==> src/rtl/mem_seq_pkg.sv <==
// Shared definitions for the data-memory access sequencer: opcodes,
// FSM state encoding and a constant-evaluable clog2 helper.
package mem_seq_pkg;

  localparam logic [6:0] OP_LOAD  = 7'b0000011;
  localparam logic [6:0] OP_STORE = 7'b0100011;

  typedef enum logic [1:0] {
    IDLE    = 2'd0,
    LD_WAIT = 2'd1,
    ST_WAIT = 2'd2
  } state_t;

  // Ceiling log2; values 0 and 1 both give 0.
  function automatic int unsigned clog2(input int unsigned value);
    int unsigned res;
    int unsigned v;
    res = 0;
    if (value > 1) begin
      v = value - 1;
      while (v > 0) begin
        res = res + 1;
        v = v >> 1;
      end
    end else begin
      res = 0;
    end
    return res;
  endfunction

endpackage

==> src/rtl/sat_counter.sv <==
// Width-parametrised saturating incrementer with synchronous clear.
// Clear has priority over increment; the count sticks at all-ones.
module sat_counter #(
  parameter int unsigned W = 32
) (
  input  logic         clk,
  input  logic         clear,
  input  logic         inc,
  output logic [W-1:0] count
);

  localparam logic [W-1:0] ONE = W'(1);

  // Count register: clear, saturating increment, or hold.
  always_ff @(posedge clk) begin
    if (clear) begin
      count <= '0;
    end else if (inc && (count != '1)) begin
      count <= count + ONE;
    end else begin
      count <= count;
    end
  end

endmodule

==> src/rtl/mem_access_seq.sv <==
// Data-memory access sequencer. Issues loads/stores, waits a configurable
// latency (optionally for an ack with timeout) and gates the PC enable and
// register-file write enable. Strobes are combinational from state/inputs
// so a completion is visible in the same cycle it is decided.
module mem_access_seq
  import mem_seq_pkg::*;
#(
  parameter int unsigned LOAD_LAT  = 1,
  parameter int unsigned STORE_LAT = 1,
  parameter int unsigned USE_ACK   = 0,
  parameter int unsigned TIMEOUT   = 15,
  parameter int unsigned STAT_W    = 32
) (
  input  logic              clk,
  input  logic              rst,
  input  logic [6:0]        opcode,
  input  logic              hold,
  input  logic              mem_ack,
  output logic              pc_enable,
  output logic              reg_write_en,
  output logic              mreq,
  output logic              write,
  output logic              busy,
  output logic              timeout_err,
  output logic [STAT_W-1:0] stall_cnt
);

  // With an ack handshake a store always needs a wait state to observe it.
  localparam int unsigned ST_LAT_EFF = ((USE_ACK != 0) && (STORE_LAT == 0)) ? 1 : STORE_LAT;
  localparam bit          ST_SINGLE  = (ST_LAT_EFF == 0);
  // Counter wide enough for the timeout and for any latency it must reach.
  localparam int unsigned MAX_A      = (LOAD_LAT > ST_LAT_EFF) ? LOAD_LAT : ST_LAT_EFF;
  localparam int unsigned MAX_CNT    = (TIMEOUT > MAX_A) ? TIMEOUT : MAX_A;
  localparam int unsigned CNT_W      = clog2(MAX_CNT + 1);

  localparam logic [CNT_W-1:0] LD_LAT_C = CNT_W'(LOAD_LAT);
  localparam logic [CNT_W-1:0] ST_LAT_C = CNT_W'(ST_LAT_EFF);
  localparam logic [CNT_W-1:0] TO_C     = CNT_W'(TIMEOUT);
  localparam logic [CNT_W-1:0] ONE_C    = CNT_W'(1);

  state_t           state;
  state_t           next_state;
  logic [CNT_W-1:0] cnt;
  logic [CNT_W-1:0] next_cnt;
  logic             is_load;
  logic             is_store;
  logic             done;
  logic             timeout_hit;
  logic [CNT_W-1:0] wait_lat;

  assign is_load  = (opcode == OP_LOAD);
  assign is_store = (opcode == OP_STORE);
  assign busy     = (state != IDLE);

  // Wait-state completion and timeout detection.
  always_comb begin
    wait_lat    = (state == ST_WAIT) ? ST_LAT_C : LD_LAT_C;
    done        = 1'b0;
    timeout_hit = 1'b0;
    if (state != IDLE) begin
      done        = (cnt >= wait_lat) && ((USE_ACK == 0) || mem_ack);
      timeout_hit = !done && (USE_ACK != 0) && (cnt == TO_C) && !mem_ack;
    end else begin
      done        = 1'b0;
      timeout_hit = 1'b0;
    end
  end

  // State, wait counter and sticky timeout flag.
  always_ff @(posedge clk) begin
    if (rst) begin
      state       <= IDLE;
      cnt         <= '0;
      timeout_err <= 1'b0;
    end else begin
      state       <= next_state;
      cnt         <= next_cnt;
      timeout_err <= timeout_err | timeout_hit;
    end
  end

  // Next-state and next-counter logic.
  always_comb begin
    next_state = state;
    next_cnt   = cnt;
    case (state)
      IDLE: begin
        if (hold) begin
          next_state = IDLE;
          next_cnt   = '0;
        end else if (is_load) begin
          next_state = LD_WAIT;
          next_cnt   = ONE_C;
        end else if (is_store && !ST_SINGLE) begin
          next_state = ST_WAIT;
          next_cnt   = ONE_C;
        end else begin
          next_state = IDLE;
          next_cnt   = '0;
        end
      end
      LD_WAIT, ST_WAIT: begin
        if (done || timeout_hit) begin
          next_state = IDLE;
          next_cnt   = '0;
        end else begin
          next_state = state;
          next_cnt   = cnt + ONE_C;
        end
      end
      default: begin
        next_state = IDLE;
        next_cnt   = '0;
      end
    endcase
  end

  // Strobe generation; everything is forced low during reset.
  always_comb begin
    pc_enable    = 1'b0;
    reg_write_en = 1'b0;
    mreq         = 1'b0;
    write        = 1'b0;
    if (rst) begin
      pc_enable    = 1'b0;
      reg_write_en = 1'b0;
      mreq         = 1'b0;
      write        = 1'b0;
    end else begin
      case (state)
        IDLE: begin
          if (hold) begin
            mreq = 1'b0;
          end else if (is_load) begin
            mreq = 1'b1;
          end else if (is_store) begin
            mreq  = 1'b1;
            write = 1'b1;
            if (ST_SINGLE) begin
              pc_enable    = 1'b1;
              reg_write_en = 1'b1;
            end else begin
              pc_enable    = 1'b0;
              reg_write_en = 1'b0;
            end
          end else begin
            pc_enable    = 1'b1;
            reg_write_en = 1'b1;
          end
        end
        LD_WAIT, ST_WAIT: begin
          mreq  = 1'b1;
          write = (state == ST_WAIT);
          if (done) begin
            pc_enable    = 1'b1;
            reg_write_en = 1'b1;
          end else if (timeout_hit) begin
            pc_enable    = 1'b1;
            reg_write_en = 1'b0;
          end else begin
            pc_enable    = 1'b0;
            reg_write_en = 1'b0;
          end
        end
        default: begin
          mreq = 1'b0;
        end
      endcase
    end
  end

  sat_counter #(.W(STAT_W)) u_stall (
    .clk   (clk),
    .clear (rst),
    .inc   (!pc_enable),
    .count (stall_cnt)
  );

endmodule

==> config.mk <==
export PLATFORM = sky130hd
export DESIGN_NAME = mem_access_seq
export DESIGN_NICKNAME = d
export VERILOG_FILES = /design/src/rtl/mem_seq_pkg.sv /design/src/rtl/sat_counter.sv /design/src/rtl/mem_access_seq.sv
export SDC_FILE = /design/constraint.sdc
export NUM_CORES = 1
export LEC_CHECK = 0
export ABC_AREA = 1
export CORE_UTILIZATION = 26
export CTS_BUF_LIST = sky130_fd_sc_hd__clkbuf_2 sky130_fd_sc_hd__clkbuf_4 sky130_fd_sc_hd__clkbuf_8
export DETAILED_ROUTE_END_ITERATION = 10
export GPL_TIMING_DRIVEN = 1
export PLACE_DENSITY = 0.47
export SLEW_MARGIN = 5
export SYNTH_ARGS = -nofsm -noshare
export SYNTH_HDL_FRONTEND = slang
export SYNTH_SLANG_ARGS = --single-unit
==> constraint.sdc <==
create_clock -name clk -period 1.8 [get_ports clk]
set_input_delay 0.36 -clock clk [delete_from_list [all_inputs] [get_ports clk]]
set_output_delay 0.36 -clock clk [all_outputs]
set_load 0.005 [all_outputs]
==> run metrics <==
level count of the clock H-tree 2; Post-layout nets 547; setup repair after global routing missed its margin yes; Final Hold Violating Endpoints 0; via count of the first global-routing pass 2,895; filler cell count in the final layout 1,110; largest net degree at the start of global routing 31; average size of a mapped cell 6.55 µm²; detailed placer's ending HPWL 6.48 mm; library cells used by synthesis 28; TNS Setup -0.212 ns; post-route cell area 4040 µm²; post-detailed-routing wire length 8.20 mm; Final ANT Viol Nets 0; layer carrying the most global-route usage met2; number of maximum-capacitance constraint violations 0; hold bufs inserted after CTS 0; number of setup violations in the final report 4; R2R Path Start u_stall.count[0]; maximum clock skew at final layout 0.0110 ns; boundary pin count 49; share of the synthesized area in the top cell type 27.4%; CP max stage delay 0.33 ns; height of the die 105 µm; global routing usage on met1 21.9%; Worst Setup Slack post-DPL -0.404 ns; maximum buffer depth of the clock tree 2; flip-flop and latch count after synthesis 38; post-layout util 39.1%; R2R Path End u_stall.count[12]; final worst path period share 106%; library cell occupying the most area in the post-synthesis netlist sky130_fd_sc_hd__dfxtp_1; ratio of total power to cell area 588 nW/µm²; Max-slew headroom 65.2%; CP startpoint kind register; synthesized netlist net count 440; Worst EP arrival 1.55 ns; antenna diode instance count 0; Worst Reg-to-Reg Cells 11; startpoint-to-endpoint class of the critical path register to output pin; growth of design area from synthesis to finish 45.6%; number of buffers created by CTS 5; largest driver fanout on the critical path 2; leading post-synthesis cells by cell area sky130_fd_sc_hd__dfxtp_1, sky130_fd_sc_hd__nand2_1, sky130_fd_sc_hd__nor2_1, sky130_fd_sc_hd__a21oi_2, sky130_fd_sc_hd__nand2_2; wire length per cell after detailed routing 12.3 µm; crit end category output pin; critical path's most frequent cell sky130_fd_sc_hd__inv_2; crit path cell chain inv_2 > ha_4 > inv_4 > nor2_4 > buf_6 > nand4_1 > inv_2 > nand2_2 > a21oi_2 > buf_2; minimum setup slack among reg-to-reg paths 0.10 ns; 1st-pass router iterations 4; result of the run finished, violations left; CTS clk-pin slew, worst paths 0.08 ns; die span in x 105 µm; instance area after placement 3700 µm²; worst min path class primary input to register; Core Region 10,300 µm²; number of cells after detailed placement 645; met3 GRT Util 2.23%; number of cells produced by synthesis 423; full die area 11,100 µm²; routed via count 2,886; portion of the post-synthesis area used by sequential elements 27.4%; max frequency 0.524 GHz; met2 capacity usage during global routing 25.8%; initial antenna violation count 0; 1st-iter DRT viols 123; instance count along the most critical hold path 4; startpoint of the tightest hold check path rst; hold worst-path end cnt[1]; synthesis warning total 0; static leakage 1.56 nW; total global routing overflow 0; number of core rows 37; data required time at the worst endpoint 1.44 ns; global-route wire length before repair 13.9 mm; global-route usage over all layers 15.8%; Vias/cell 4.33; worst skew pair latency 0.30 ns; IR drop worst, VDD 0.250 mV; Setup WS post-layout -0.107 ns; worst-case hold slack 0.487 ns; CTS sink count 38; violations in the final reports setup timing; critical path's slowest cell sky130_fd_sc_hd__dfxtp_2; time the worst path needs with I/O delays and setup 1.91 ns; final estimated routing congestion in global placement 0.898; effective utilization at floorplan 26.8%; fraction of final layout cells with drive strength greater than 1 32.8%; CTS root buffer sky130_fd_sc_hd__clkbuf_8; detailed-route DRC error count 0; post-route total power 2.37 mW; netlist area before placement 2770 µm²; number of non-filler instances in the completed layout 667; Slew Viols, Final 0; transition time at the pin with the least slew margin 0.522 ns; CTS tree built; number of buffer cells added on primary ports 46
==> worst max-delay path, delay by kind of cell, from the launching register on <==
| kind | cells | cell delay, ns |
|---|---|---|
| flops | 1 | 0.33 |
| compound gates | 1 | 0.10 |
| fa+ha+maj | 1 | 0.14 |
| buf+inv | 5 | 0.39 |
| simple gates | 3 | 0.27 |
==> what timing repair did <==
action,in CTS,in global routing
setup buffers,5,10
pin swaps,6,12
endpoints found under the setup margin,17,36
resized for setup,36,19
==> power by group <==
part / leakage, nW / internal, mW / switching, mW
Combinational: 1.17 / 0.289 / 0.278
Sequential: 0.311 / 0.865 / 0.0176
Clock: 0.0714 / 0.592 / 0.331
Total: 1.56 / 1.75 / 0.627
==> placed cells by master, fill, tap and decap left out, types with 3 or more instances in the layout <==
master	synthesis	final
sky130_fd_sc_hd__nand2_2	32	33
sky130_fd_sc_hd__clkbuf_8	0	6
sky130_fd_sc_hd__o21ai_0	5	5
sky130_fd_sc_hd__buf_2	0	5
sky130_fd_sc_hd__nand3_1	31	31
sky130_fd_sc_hd__nor2_4	3	4
sky130_fd_sc_hd__xor2_1	14	14
sky130_fd_sc_hd__xnor2_1	3	3
sky130_fd_sc_hd__clkdlybuf4s50_1	0	40
sky130_fd_sc_hd__dfxtp_1	38	29
sky130_fd_sc_hd__inv_2	0	6
sky130_fd_sc_hd__buf_4	2	58
sky130_fd_sc_hd__buf_12	3	3
sky130_fd_sc_hd__ha_4	0	3
sky130_fd_sc_hd__nor2_1	69	63
sky130_fd_sc_hd__ha_1	6	3
sky130_fd_sc_hd__nor2_2	2	7
sky130_fd_sc_hd__inv_1	40	33
sky130_fd_sc_hd__a21oi_2	28	29
sky130_fd_sc_hd__nand2_1	129	128
sky130_fd_sc_hd__dfxtp_2	0	8
==> Yosys cell counts (all sizes together) <==
| master | n |
|---|---|
| nand3b | 1 |
| xnor2 | 3 |
| inv | 41 |
| o21ai | 6 |
| nand3 | 31 |
| ha | 6 |
| buf | 8 |
| nand2 | 164 |
| clkbuf | 2 |
| nand4 | 1 |
| a21oi | 31 |
| nor2 | 75 |
| dfxtp | 38 |
| o22ai | 1 |
| conb | 1 |
| xor2 | 14 |
==> worst max path at each step <==
stage,from,to,cells past startpoint
2_1_floorplan,u_stall.count[0],u_stall.count[10],11
4_1_cts,state[1],write,10
3_3_place_gp,opcode[1],write,8
6_report,state[0],write,10
3_5_place_dp,opcode[3],write,7
5_1_grt,state[0],write,10
==> kinds of logic (layout without fill, tap and decap cells) <==
kind of cell               after synthesis  in the layout  synth area share [%]
and+or+nand+nor                        272            272                  44.1
xor gates and xnor gates                17             17                  5.37
adders and majority gates                6              6                  2.71
DFF                                     38             38                  27.4
AOI/OAI and AO/OA                       38             38                  10.7
buffers and inverters                   51            159                  9.57
other                                    1              1                 0.135
==> layout make-up <==
class,count,area (µm²),share of cell area [%]
clock inverter,2,60.1,1.49
sequential,38,774,19.2
tap,136,170,4.22
clock buffer,6,82.6,2.05
timing repair buffer,110,971,24.1
inverter,41,159,3.94
multi-input combinational,334,1820,45.1
==> registers in the layout, summed over array words and instances (netlist names) <==
signal         flops
cnt                4
u_stall.count     32
state              2
==> metal layers <==
| metal | share of wire [%] | vias to the layer above | wire, µm |
|---|---|---|---|
| met5 | 0 | - | 0 |
| met4 | 0.83 | 0 | 68 |
| met3 | 2.6 | 6 | 213 |
| met2 | 46 | 41 | 3780 |
| met1 | 50 | 1325 | 4130 |
| li1 | - | 1514 | - |
Note: power is estimated with default switching activity, not from simulation.
